### src/rtl/riscv_v_vcfg_if.sv
// Shared CSR types and the vset* request/response interface of the vector
// configuration unit.
package riscv_v_vcfg_pkg;
    // Architectural vtype fields; reserved bits are always zero once normalised.
    typedef struct packed {
        logic       vill;
        logic       vma;
        logic       vta;
        logic [2:0] vsew;
        logic [2:0] vlmul;
    } riscv_v_vtype_t;

    // Sized for the largest architectural VLEN (65536): vl <= VLEN, vstart < VLEN.
    typedef logic [16:0] riscv_v_vl_t;
    typedef logic [15:0] riscv_v_vstart_t;
endpackage

// vset* request/response handshake between the issue stage and the unit.
interface riscv_v_vcfg_if #(
    parameter int XLEN = 32
);
    logic            req_valid;
    logic            req_ready;
    logic [1:0]      req_op;
    logic            req_rs1_is_x0;
    logic            req_rd_is_x0;
    logic [XLEN-1:0] req_avl;
    logic [XLEN-1:0] req_vtype;
    logic            rsp_valid;
    logic [XLEN-1:0] rsp_vl;

    modport master (
        output req_valid, req_op, req_rs1_is_x0, req_rd_is_x0, req_avl, req_vtype,
        input  req_ready, rsp_valid, rsp_vl
    );

    modport slave (
        input  req_valid, req_op, req_rs1_is_x0, req_rd_is_x0, req_avl, req_vtype,
        output req_ready, rsp_valid, rsp_vl
    );
endinterface

### src/rtl/riscv_v_vcfg.sv
// Vector configuration-state unit: holds vtype/vl/vstart and executes
// vsetvli/vsetivli/vsetvl as a three-state IDLE -> CALC -> COMMIT sequence.
module riscv_v_vcfg
    import riscv_v_vcfg_pkg::*;
#(
    parameter int VLEN = 128,
    parameter int ELEN = 64,
    parameter int XLEN = 32
) (
    input  logic                  clk,
    input  logic                  rst,
    riscv_v_vcfg_if.slave         bus,
    input  logic                  vstart_we,
    input  logic [XLEN-1:0]       vstart_wdata,
    input  logic                  vinstr_done,
    output riscv_v_vtype_t        vtype,
    output riscv_v_vl_t           vl,
    output riscv_v_vstart_t       vstart,
    output logic                  busy
);
    localparam int VSW = $clog2(VLEN);
    localparam int VLW = VSW + 1;
    localparam logic [VLW-1:0] VLEN_W = VLW'(VLEN);
    localparam logic [10:0]    ELEN_W = 11'(ELEN);

    typedef enum logic [1:0] {IDLE, CALC, COMMIT} state_e;

    state_e          state_q, state_d;
    logic [1:0]      op_q, op_d;
    logic            rs1_x0_q, rs1_x0_d;
    logic            rd_x0_q, rd_x0_d;
    logic [XLEN-1:0] avl_q, avl_d;
    logic [XLEN-1:0] raw_q, raw_d;
    riscv_v_vtype_t  cfg_vtype_q, cfg_vtype_d;
    logic [VLW-1:0]  cfg_vl_q, cfg_vl_d;
    riscv_v_vtype_t  vtype_q, vtype_d;
    logic [VLW-1:0]  vl_q, vl_d;
    logic [VSW-1:0]  vstart_q, vstart_d;
    logic            rsp_valid_q, rsp_valid_d;
    logic [XLEN-1:0] rsp_vl_q, rsp_vl_d;

    logic [2:0]      vsew, vlmul, lmul_neg;
    logic [10:0]     sew;
    logic            lmul_frac, vill;
    logic [VLW-1:0]  vlmax_base, vlmax;
    logic [XLEN-1:0] avl_sel, vlmax_x, new_vl_x;
    logic [VLW-1:0]  new_vl;

    // Decode the latched raw vtype and derive VLMAX and the new vl.
    always_comb begin
        vsew       = raw_q[5:3];
        vlmul      = raw_q[2:0];
        lmul_frac  = vlmul[2];
        lmul_neg   = 3'd0 - vlmul;
        sew        = 11'd8 << vsew;
        vill       = (vlmul == 3'd4) || (sew > ELEN_W) ||
                     (lmul_frac && (sew > (ELEN_W >> lmul_neg))) ||
                     (|raw_q[XLEN-2:8]);
        vlmax_base = VLEN_W >> ({1'b0, vsew} + 4'd3);
        if (vill) begin
            vlmax = '0;
        end else if (lmul_frac) begin
            vlmax = vlmax_base >> lmul_neg;
        end else begin
            vlmax = vlmax_base << vlmul;
        end

        if (op_q == 2'd1) begin
            avl_sel = {{(XLEN-5){1'b0}}, avl_q[4:0]};
        end else if (!rs1_x0_q) begin
            avl_sel = avl_q;
        end else if (!rd_x0_q) begin
            avl_sel = '1;
        end else begin
            avl_sel = {{(XLEN-VLW){1'b0}}, vl_q};
        end

        vlmax_x  = {{(XLEN-VLW){1'b0}}, vlmax};
        new_vl_x = (avl_sel < vlmax_x) ? avl_sel : vlmax_x;
        new_vl   = new_vl_x[VLW-1:0];
    end

    // Next-state logic for the FSM, the CSRs and the response.
    always_comb begin
        state_d     = state_q;
        op_d        = op_q;
        rs1_x0_d    = rs1_x0_q;
        rd_x0_d     = rd_x0_q;
        avl_d       = avl_q;
        raw_d       = raw_q;
        cfg_vtype_d = cfg_vtype_q;
        cfg_vl_d    = cfg_vl_q;
        vtype_d     = vtype_q;
        vl_d        = vl_q;
        rsp_valid_d = 1'b0;
        rsp_vl_d    = rsp_vl_q;

        case (state_q)
            IDLE: begin
                if (bus.req_valid) begin
                    op_d     = bus.req_op;
                    rs1_x0_d = bus.req_rs1_is_x0;
                    rd_x0_d  = bus.req_rd_is_x0;
                    avl_d    = bus.req_avl;
                    raw_d    = bus.req_vtype;
                    state_d  = CALC;
                end
            end
            CALC: begin
                cfg_vtype_d = vill ? riscv_v_vtype_t'(9'h100)
                                   : riscv_v_vtype_t'({1'b0, raw_q[7:0]});
                cfg_vl_d    = new_vl;
                state_d     = COMMIT;
            end
            COMMIT: begin
                vtype_d     = cfg_vtype_q;
                vl_d        = cfg_vl_q;
                rsp_valid_d = 1'b1;
                rsp_vl_d    = {{(XLEN-VLW){1'b0}}, cfg_vl_q};
                state_d     = IDLE;
            end
            default: state_d = IDLE;
        endcase

        // COMMIT clear beats a CSR write, which beats the retire clear.
        if (state_q == COMMIT) begin
            vstart_d = '0;
        end else if (vstart_we) begin
            vstart_d = vstart_wdata[VSW-1:0];
        end else if (vinstr_done) begin
            vstart_d = '0;
        end else begin
            vstart_d = vstart_q;
        end
    end

    // FSM state, architectural CSRs and response, all reset asynchronously.
    always_ff @(posedge clk or posedge rst) begin
        if (rst) begin
            state_q     <= IDLE;
            vtype_q     <= riscv_v_vtype_t'(9'h100);
            vl_q        <= '0;
            vstart_q    <= '0;
            rsp_valid_q <= 1'b0;
            rsp_vl_q    <= '0;
        end else begin
            state_q     <= state_d;
            vtype_q     <= vtype_d;
            vl_q        <= vl_d;
            vstart_q    <= vstart_d;
            rsp_valid_q <= rsp_valid_d;
            rsp_vl_q    <= rsp_vl_d;
        end
    end

    // Latched request and computed configuration; only read after being loaded.
    always_ff @(posedge clk) begin
        op_q        <= op_d;
        rs1_x0_q    <= rs1_x0_d;
        rd_x0_q     <= rd_x0_d;
        avl_q       <= avl_d;
        raw_q       <= raw_d;
        cfg_vtype_q <= cfg_vtype_d;
        cfg_vl_q    <= cfg_vl_d;
    end

    assign bus.req_ready = (state_q == IDLE);
    assign bus.rsp_valid = rsp_valid_q;
    assign bus.rsp_vl    = rsp_vl_q;
    assign busy          = (state_q != IDLE);
    assign vtype         = vtype_q;
    assign vl            = riscv_v_vl_t'(vl_q);
    assign vstart        = riscv_v_vstart_t'(vstart_q);

    // Bit XLEN-1 of the raw vtype and the upper vstart data bits are intentionally dropped.
    logic unused_bits;
    assign unused_bits = ^{raw_q[XLEN-1], vstart_wdata[XLEN-1:VSW]};
endmodule

### src/flat_wrapper.sv
// flat-port wrapper written by rule: the top's interface ports become plain ports
module riscv_v_vcfg_flat import riscv_v_vcfg_pkg::*;
#(
    parameter int VLEN = 128,
    parameter int ELEN = 64,
    parameter int XLEN = 32
)
  (clk, rst, vstart_we, vstart_wdata, vinstr_done, vtype, vl, vstart, busy, bus_req_valid, bus_req_op, bus_req_rs1_is_x0, bus_req_rd_is_x0, bus_req_avl, bus_req_vtype, bus_req_ready, bus_rsp_valid, bus_rsp_vl);
  riscv_v_vcfg_if #(.XLEN(XLEN)) bus_i ();
  input  logic clk;
  input  logic rst;
  input  logic vstart_we;
  input  logic [XLEN-1:0] vstart_wdata;
  input  logic vinstr_done;
  output riscv_v_vtype_t vtype;
  output riscv_v_vl_t vl;
  output riscv_v_vstart_t vstart;
  output logic busy;
  input wire logic [$bits(bus_i.req_valid)-1:0] bus_req_valid;
  input wire logic [$bits(bus_i.req_op)-1:0] bus_req_op;
  input wire logic [$bits(bus_i.req_rs1_is_x0)-1:0] bus_req_rs1_is_x0;
  input wire logic [$bits(bus_i.req_rd_is_x0)-1:0] bus_req_rd_is_x0;
  input wire logic [$bits(bus_i.req_avl)-1:0] bus_req_avl;
  input wire logic [$bits(bus_i.req_vtype)-1:0] bus_req_vtype;
  output wire logic [$bits(bus_i.req_ready)-1:0] bus_req_ready;
  output wire logic [$bits(bus_i.rsp_valid)-1:0] bus_rsp_valid;
  output wire logic [$bits(bus_i.rsp_vl)-1:0] bus_rsp_vl;
  assign bus_i.req_valid = bus_req_valid;
  assign bus_i.req_op = bus_req_op;
  assign bus_i.req_rs1_is_x0 = bus_req_rs1_is_x0;
  assign bus_i.req_rd_is_x0 = bus_req_rd_is_x0;
  assign bus_i.req_avl = bus_req_avl;
  assign bus_i.req_vtype = bus_req_vtype;
  assign bus_req_ready = bus_i.req_ready;
  assign bus_rsp_valid = bus_i.rsp_valid;
  assign bus_rsp_vl = bus_i.rsp_vl;
  riscv_v_vcfg #(.VLEN(VLEN), .ELEN(ELEN), .XLEN(XLEN)) u_core (.clk(clk), .rst(rst), .bus(bus_i), .vstart_we(vstart_we), .vstart_wdata(vstart_wdata), .vinstr_done(vinstr_done), .vtype(vtype), .vl(vl), .vstart(vstart), .busy(busy));
endmodule
### config.mk
export PLATFORM = sky130hd
export DESIGN_NAME = riscv_v_vcfg_flat
export DESIGN_NICKNAME = d
export VERILOG_FILES = /design/src/rtl/riscv_v_vcfg_if.sv /design/src/rtl/riscv_v_vcfg.sv /design/src/flat_wrapper.sv
export SDC_FILE = /design/constraint.sdc
export NUM_CORES = 1
export LEC_CHECK = 0
export BUFFER_PORTS_ARGS = -buffer_cell sky130_fd_sc_hd__buf_2
export CORE_MARGIN = 5
export CORE_UTILIZATION = 52
export CTS_BUF_LIST = sky130_fd_sc_hd__clkbuf_4 sky130_fd_sc_hd__clkbuf_8
export CTS_CLUSTER_SIZE = 8
export DETAILED_ROUTE_END_ITERATION = 8
export HOLD_SLACK_MARGIN = 0.03
export PLACE_DENSITY = 0.83
export SKIP_CTS_REPAIR_TIMING = 1
export SLEW_MARGIN = 40
export SYNTH_ARGS = -nofsm -noshare
export SYNTH_HDL_FRONTEND = slang
export SYNTH_SLANG_ARGS = --single-unit
### constraint.sdc
create_clock -name clk -period 6.16 [get_ports clk]
set_input_delay 0 -clock clk [delete_from_list [all_inputs] [get_ports clk]]
set_output_delay 0 -clock clk [all_outputs]
set_load 0.005 [all_outputs]
==> flow_metrics.tcl, run 1 <==
set metrics [dict create \
    clk_pin_slew_ps 100 \
    ios 182 \
    critPathKind "flop to flop" \
    ctsRootBufferMaster "clkbuf_8" \
    finalSetupViolCount 0 \
    fmax_ghz 0.1871 \
    tns_ps 0 \
    yosysWarnings 0 \
    grt_max_degree 68 \
    power_density_nw_per_um2 272.8 \
    insertion_delay_ps 360 \
    slew_headroom 0.4876 \
    finalHoldViolations 1 \
    drtPass1Iterations 4 \
    die_y_microns 109.3 \
    wl_per_cell_microns 15.25 \
    min_path_type "input port to flop" \
    ir_worst_vdd_mv 0.1505 \
    ys_ff_latch 111 \
    syn-cell-area_sq_um 5124 \
    cp.arrival_ps 5460 \
    grt_remaining_overflow 0 \
    synth-main-ff-cell "edfxtp_1" \
    rsz0062_at_grt "no" \
    drtIter0Drc 179 \
    crit_path_frequent_cell "ha_1" \
    syn_area_per_cell_sq_um 12.97 \
    place.gp.congestion 0.8237 \
    viasPerCell 4.965 \
    yosysSeqAreaShare 0.6244 \
    cp.required_ps 6270 \
    dieWidth_microns 109.3 \
    grtUsageTotal 0.1500 \
    max-cap-violations 0 \
    violations "negative hold slack" \
    maxSlewViolCount 0 \
    fin_area_sq_um 6579 \
    r2r_slack_ps 820 \
    cts-htree-levels 3 \
    final_cell_mix "113 x buf_2, 84 x edfxtp_1, 76 x dlygate4sd3_1, 43 x conb_1, 27 x nor2_1" \
    p_leak_nw 2.741 \
    slowest_stage "edfxtp_1" \
    slowest_delay_ps 710 \
    ant_nets 0 \
    cp_top_family "compound AO/OA/AOI/OAI gates" \
    drc 0 \
    synthCells 395 \
    cp_cell_sequence "inv_2 > ha_1 > ha_1 > nand2b_1 > ha_1 > and3b_1 > o2111ai_1 > a311oi_2 > o21ai_1 > ha_1 > o21a_1 > o21a_1 > o21ai_0 > a31o_1 > o2111a_1 > mux2_4" \
    synthArstFlopShare 0.2432 \
    final_util 0.6793 \
    cp_num_buf_inv 1 \
    grt_pass1_wl_mm 13.80 \
    synth_edf_count 84 \
    die-area_sq_um 11940 \
    skew_ps 8.370 \
    wl_mm 10.87 \
    fin_crit_sh 0.8676 \
    synth_cell_types 52 \
    grt_pass1_vias 3004 \
    final_nets 699 \
    num_rows 36 \
    critPathLaunchType "flop" \
    cts_sinks 111 \
    vias 3540 \
    port_buffers 113 \
    num_antenna_cells 0 \
    syn2layout_area_growth_pct 28.40 \
    cts_tree "done" \
    tightest_slew_ps 768.7 \
    start_util 0.5291 \
    min_period_ps 5344 \
    layout-drive-gt1-share 0.2569 \
    worst-path-max-fanout 15 \
    place_area_sq_um 5594 \
    hold_slack_ps -7.667 \
    final_common_cell "buf_2" \
    outcome "complete, but fails checks" \
    cts_buffer_depth 2 \
    core_area_sq_um 9684 \
    antenna_found_initial 0 \
    dp_hpwl_mm 6.789 \
    fillers 677 \
    endpoint_kind "flop" \
    cts_buffers 9 \
]
final cells by class:
cell class	count	area, sq um	area share
flip-flops and latches	111	3199	0.4863
multi-input cells	241	1565	0.2379
repair buffers	192	1353	0.2056
well taps	133	166.4	0.02529
clock buffers	9	123.9	0.01883
clock inverters	7	96.34	0.01464
inverters	20	75.07	0.01141
cells in the mapped netlist (4+ instances only):
| cell type | n | area (sq um) |
|---|---|---|
| and2_1 | 8 | 50.05 |
| inv_2 | 4 | 15.01 |
| nor3_1 | 10 | 50.05 |
| a21oi_1 | 10 | 50.05 |
| ha_1 | 19 | 237.7 |
| mux2i_1 | 6 | 60.06 |
| dfrtp_1 | 26 | 650.6 |
| nand2b_1 | 8 | 50.05 |
| nor4_1 | 9 | 56.30 |
| a22oi_1 | 5 | 37.54 |
| nand3b_1 | 4 | 30.03 |
| buf_4 | 50 | 375.4 |
| clkbuf_1 | 7 | 26.28 |
| o21ai_1 | 8 | 40.04 |
| nand2_1 | 13 | 48.80 |
| nor2_1 | 27 | 101.4 |
| mux2_1 | 11 | 123.9 |
| inv_1 | 16 | 60.06 |
| edfxtp_1 | 84 | 2522 |
| nand3_1 | 5 | 25.02 |
| o21ai_0 | 5 | 25.02 |
| nor3b_1 | 4 | 30.03 |
| a31oi_1 | 5 | 31.28 |
| buf_2 | 5 | 25.02 |
power by group:
part           internal, mW  switching, mW  leakage (nW)  total [mW]
Combinational         0.178          0.171          1.50       0.349
Clock                 0.231          0.236         0.110       0.466
Sequential            0.918         0.0614          1.13       0.979
metrics by stage:
step / instances / hold slack [ps] / power, mW / worst slack [ps]
after CTS: 637 / -309.8 / 1.759 / 842.5
after global routing: 713 / 31.74 / 1.882 / 471.3
after detailed placement: 621 / 88.18 / 1.306 / 867.5
final: 713 / -7.667 / 1.794 / 815.5
after floorplan: 437 / 51.97 / 1.205 / 1871
after global placement: 621 / 176.4 / 1.287 / 995.1
sequential cells by signal, summed over array words and instances (netlist names):
register,flops
u_core.avl_q,32
u_core.raw_q,31
u_core.cfg_vtype_q,9
u_core.vtype,9
u_core.bus.rsp_vl,8
u_core.cfg_vl_q,8
u_core.vstart_q,7
u_core.op_q,2
u_core.state_q,2
u_core.bus.rsp_valid,1
u_core.rd_x0_q,1
u_core.rs1_x0_q,1
cells by family (layout without fill, tap and decap cells):
group | Yosys count | count (layout) | synth area share
DFF | 111 | 111 | 0.6244
and+or+nand+nor | 102 | 102 | 0.1072
AOI/OAI and AO/OA | 53 | 53 | 0.06838
buffers and inverters | 85 | 228 | 0.1016
muxes | 21 | 21 | 0.04615
adders and majority gates | 19 | 19 | 0.04640
other | 1 | 43 | 0.0007319
xor gates and xnor gates | 3 | 3 | 0.005129
per-layer routing:
metal	wire (microns)	share of wire	global-route usage	vias to the layer above
li1	-	-	-	1701
met1	4321	0.40	0.1881	1649
met2	5415	0.50	0.2500	175
met3	1004	0.092	0.03848	15
met4	131	0.012	0.05788	0
met5	0	0	0	-
worst paths after layout:
kind,startpoint,depth (start not counted),to
min in group asynchronous,rst,3,u_core.vstart_q[4]
setup / recovery,u_core.raw_q[0],16,u_core.cfg_vl_q[5]
hold / removal,vinstr_done,4,u_core.vstart_q[4]
max in group asynchronous,rst,3,u_core.vtype[8]
setup reg to reg,u_core.raw_q[0],16,u_core.cfg_vl_q[5]
hold reg to reg,u_core.state_q[1],1,u_core.state_q[1]
worst reg2reg max path, delay by kind of cell, from the launching register on:
kind | cells | cell delay (ps)
and+or+nand+nor | 2 | 330
buffers and inverters | 1 | 210
AOI/OAI and AO/OA | 8 | 2220
adders and majority gates | 4 | 1280
DFF | 1 | 710
muxes | 1 | 340
Note: power is estimated with default switching activity, not from simulation.
==> inputs of run 2 (changes only) <==
CORE_UTILIZATION = 31   (was 52)
PLACE_DENSITY = not set   (was 0.83)
==> run 2 against run 1 <==
Against the previous run:
- the run now ends clean
- wire length grew 0.52%
- non-clock buffer count grew 3
- sequential power is essentially flat
- critical endpoint is now u_core.cfg_vl_q[4]
==> flow_metrics.tcl, run 2 (synthesis results as in run 1) <==
set metrics [dict create \
    outcome "finished clean" \
    hold_slack_ps 14.00 \
    netSwitchingPower_uw 484.0 \
    core_area_sq_um 16410 \
    largest_register_ffs 32 \
    dieWidth_microns 138.6 \
    worst-path-max-fanout 15 \
    cts_tree "done" \
    drc 0 \
    hold_start "vinstr_done" \
    slew_headroom 0.5940 \
    drtIter0Drc 117 \
    met2_length_mm 5.527 \
    viasPerCell 4.356 \
    cp.arrival_ps 5100 \
    grt_pass1_vias 3298 \
    tns_ps 0 \
    die-area_sq_um 19200 \
    fmax_ghz 0.2011 \
    die_y_microns 138.6 \
    finalHoldViolations 0 \
    ctsRootBufferMaster "clkbuf_8" \
    vias 3498 \
    regMostFlops "u_core.avl_q" \
    cp.required_ps 6290 \
    critPathLaunchType "flop" \
    grt_remaining_overflow 0 \
    met1_length_mm 4.354 \
    num_antenna_cells 0 \
    cp-startpoint "u_core.raw_q[0]" \
    max-cap-violations 0 \
    cts-htree-levels 3 \
    ios 182 \
    start_util 0.3123 \
    power_density_nw_per_um2 259.6 \
    grtUsageTotal 0.1038 \
    cts_sinks 111 \
    finalSetupViolCount 0 \
    endpoint_kind "flop" \
    rsz0062_at_grt "no" \
    final_cells 803 \
    r2r_slack_ps 1190 \
    port_buffers 113 \
    skew_ps 11.92 \
    final_common_cell "buf_2" \
    grt_max_degree 68 \
    clk_pin_slew_ps 110 \
    insertion_delay_ps 380 \
    met3_length_microns 926 \
    final_cell_mix "113 x buf_2, 84 x edfxtp_1, 78 x dlygate4sd3_1, 43 x conb_1, 27 x nor2_1" \
    place_inst 709 \
    antenna_found_initial 0 \
    wl_per_cell_microns 13.61 \
    num_rows 47 \
    cts_buffers 9 \
    ant_nets 0 \
    final_nets 702 \
    p_sw_frac 0.2790 \
    drtPass1Iterations 6 \
    clkPwrFrac 0.235 \
    maxSlewViolCount 0 \
    top_regs "u_core.avl_q x32, u_core.raw_q x31" \
    place.gp.congestion 0.8068 \
    p_int_mw 1.251 \
    min_path_type "input port to flop" \
    cts_buffer_depth 2 \
    grt_pass1_wl_mm 16.02 \
    p_comb_frac 0.201 \
    fin_crit_sh 0.8071 \
    layout-drive-gt1-share 0.2590 \
    timing.rr.start "u_core.raw_q[0]" \
    seq_power_share 0.563 \
    p_leak_nw 2.738 \
    critPathKind "flop to flop" \
    wl_mm 10.93 \
    top_layer_used "met4" \
    syn2layout_area_growth_pct 30.43 \
    power_mw 1.735 \
    ir_worst_vdd_mv 0.1884 \
    dp_hpwl_mm 7.485 \
    tightest_slew_ps 608.9 \
    final_util 0.4073 \
    min_period_ps 4972 \
]
-- run 2: changes by cell type in the layout (fill, tap and decap cells not counted) --
cell           delta
buf_4             +1
clkinv_1          -1
inv_6             +3
inv_8             -1
bufinv_16         -2
clkinv_8          +1
dlygate4sd3_1     +2
-- run 2: final timing paths --
| kind | end | cells after the start |
|---|---|---|
| worst min-delay path | u_core.vstart_q[6] | 4 |
| worst min register to register | u_core.bus.rsp_vl[4] | 2 |
| min in group asynchronous | u_core.vtype[0] | 3 |
| worst max-delay path | u_core.cfg_vl_q[4] | 17 |
| worst max register to register | u_core.cfg_vl_q[4] | 17 |
| max in group asynchronous | u_core.bus.rsp_vl[2] | 3 |
-- run 2: metal layers --
layer  track usage  vias up
met5             0        -
met4       0.03536        0
met3       0.04310       10
met2        0.1770      158
met1        0.1178     1626
li1              -     1704
-- run 2: worst max-delay path: stages (launching register included) --
cell	delay [ps]
edfxtp_1	690
inv_2	210
ha_1	330
ha_1	340
nand2b_1	160
ha_1	300
and3b_1	160
o2111ai_1	130
a311oi_2	260
buf_4	230
o21ai_1	130
ha_1	280
o21a_1	160
o21a_1	150
o21ai_0	220
a31o_1	140
o2111a_1	490
mux2_4	340
-- run 2: power by group through the flow --
stage	clock network, mW	registers [mW]	logic (mW)
CTS	0.429	0.981	0.318
global placement	0	0.993	0.309
floorplan	0	0.980	0.225
global route	0.460	0.993	0.393
finish	0.408	0.977	0.349
detailed placement	0	0.998	0.317
-- run 2: final cells by class --
class                      instances  area, sq um
clock buffer                       9        123.9
timing repair buffer             195         1380
fill                            1576         9724
multi-input combinational        241         1565
tap                              220        275.3
sequential                       111         3199
inverter                          20        75.07
clock inverter                     7        63.81
-- run 2: through the flow --
step / setup WS [ps] / cell area [sq um]
after floorplan: 1871 / 5281
after global placement: 1293 / 5710
after detailed placement: 1209 / 5710
after CTS: 1178 / 5898
after global routing: 877.0 / 6683
final: 1188 / 6683
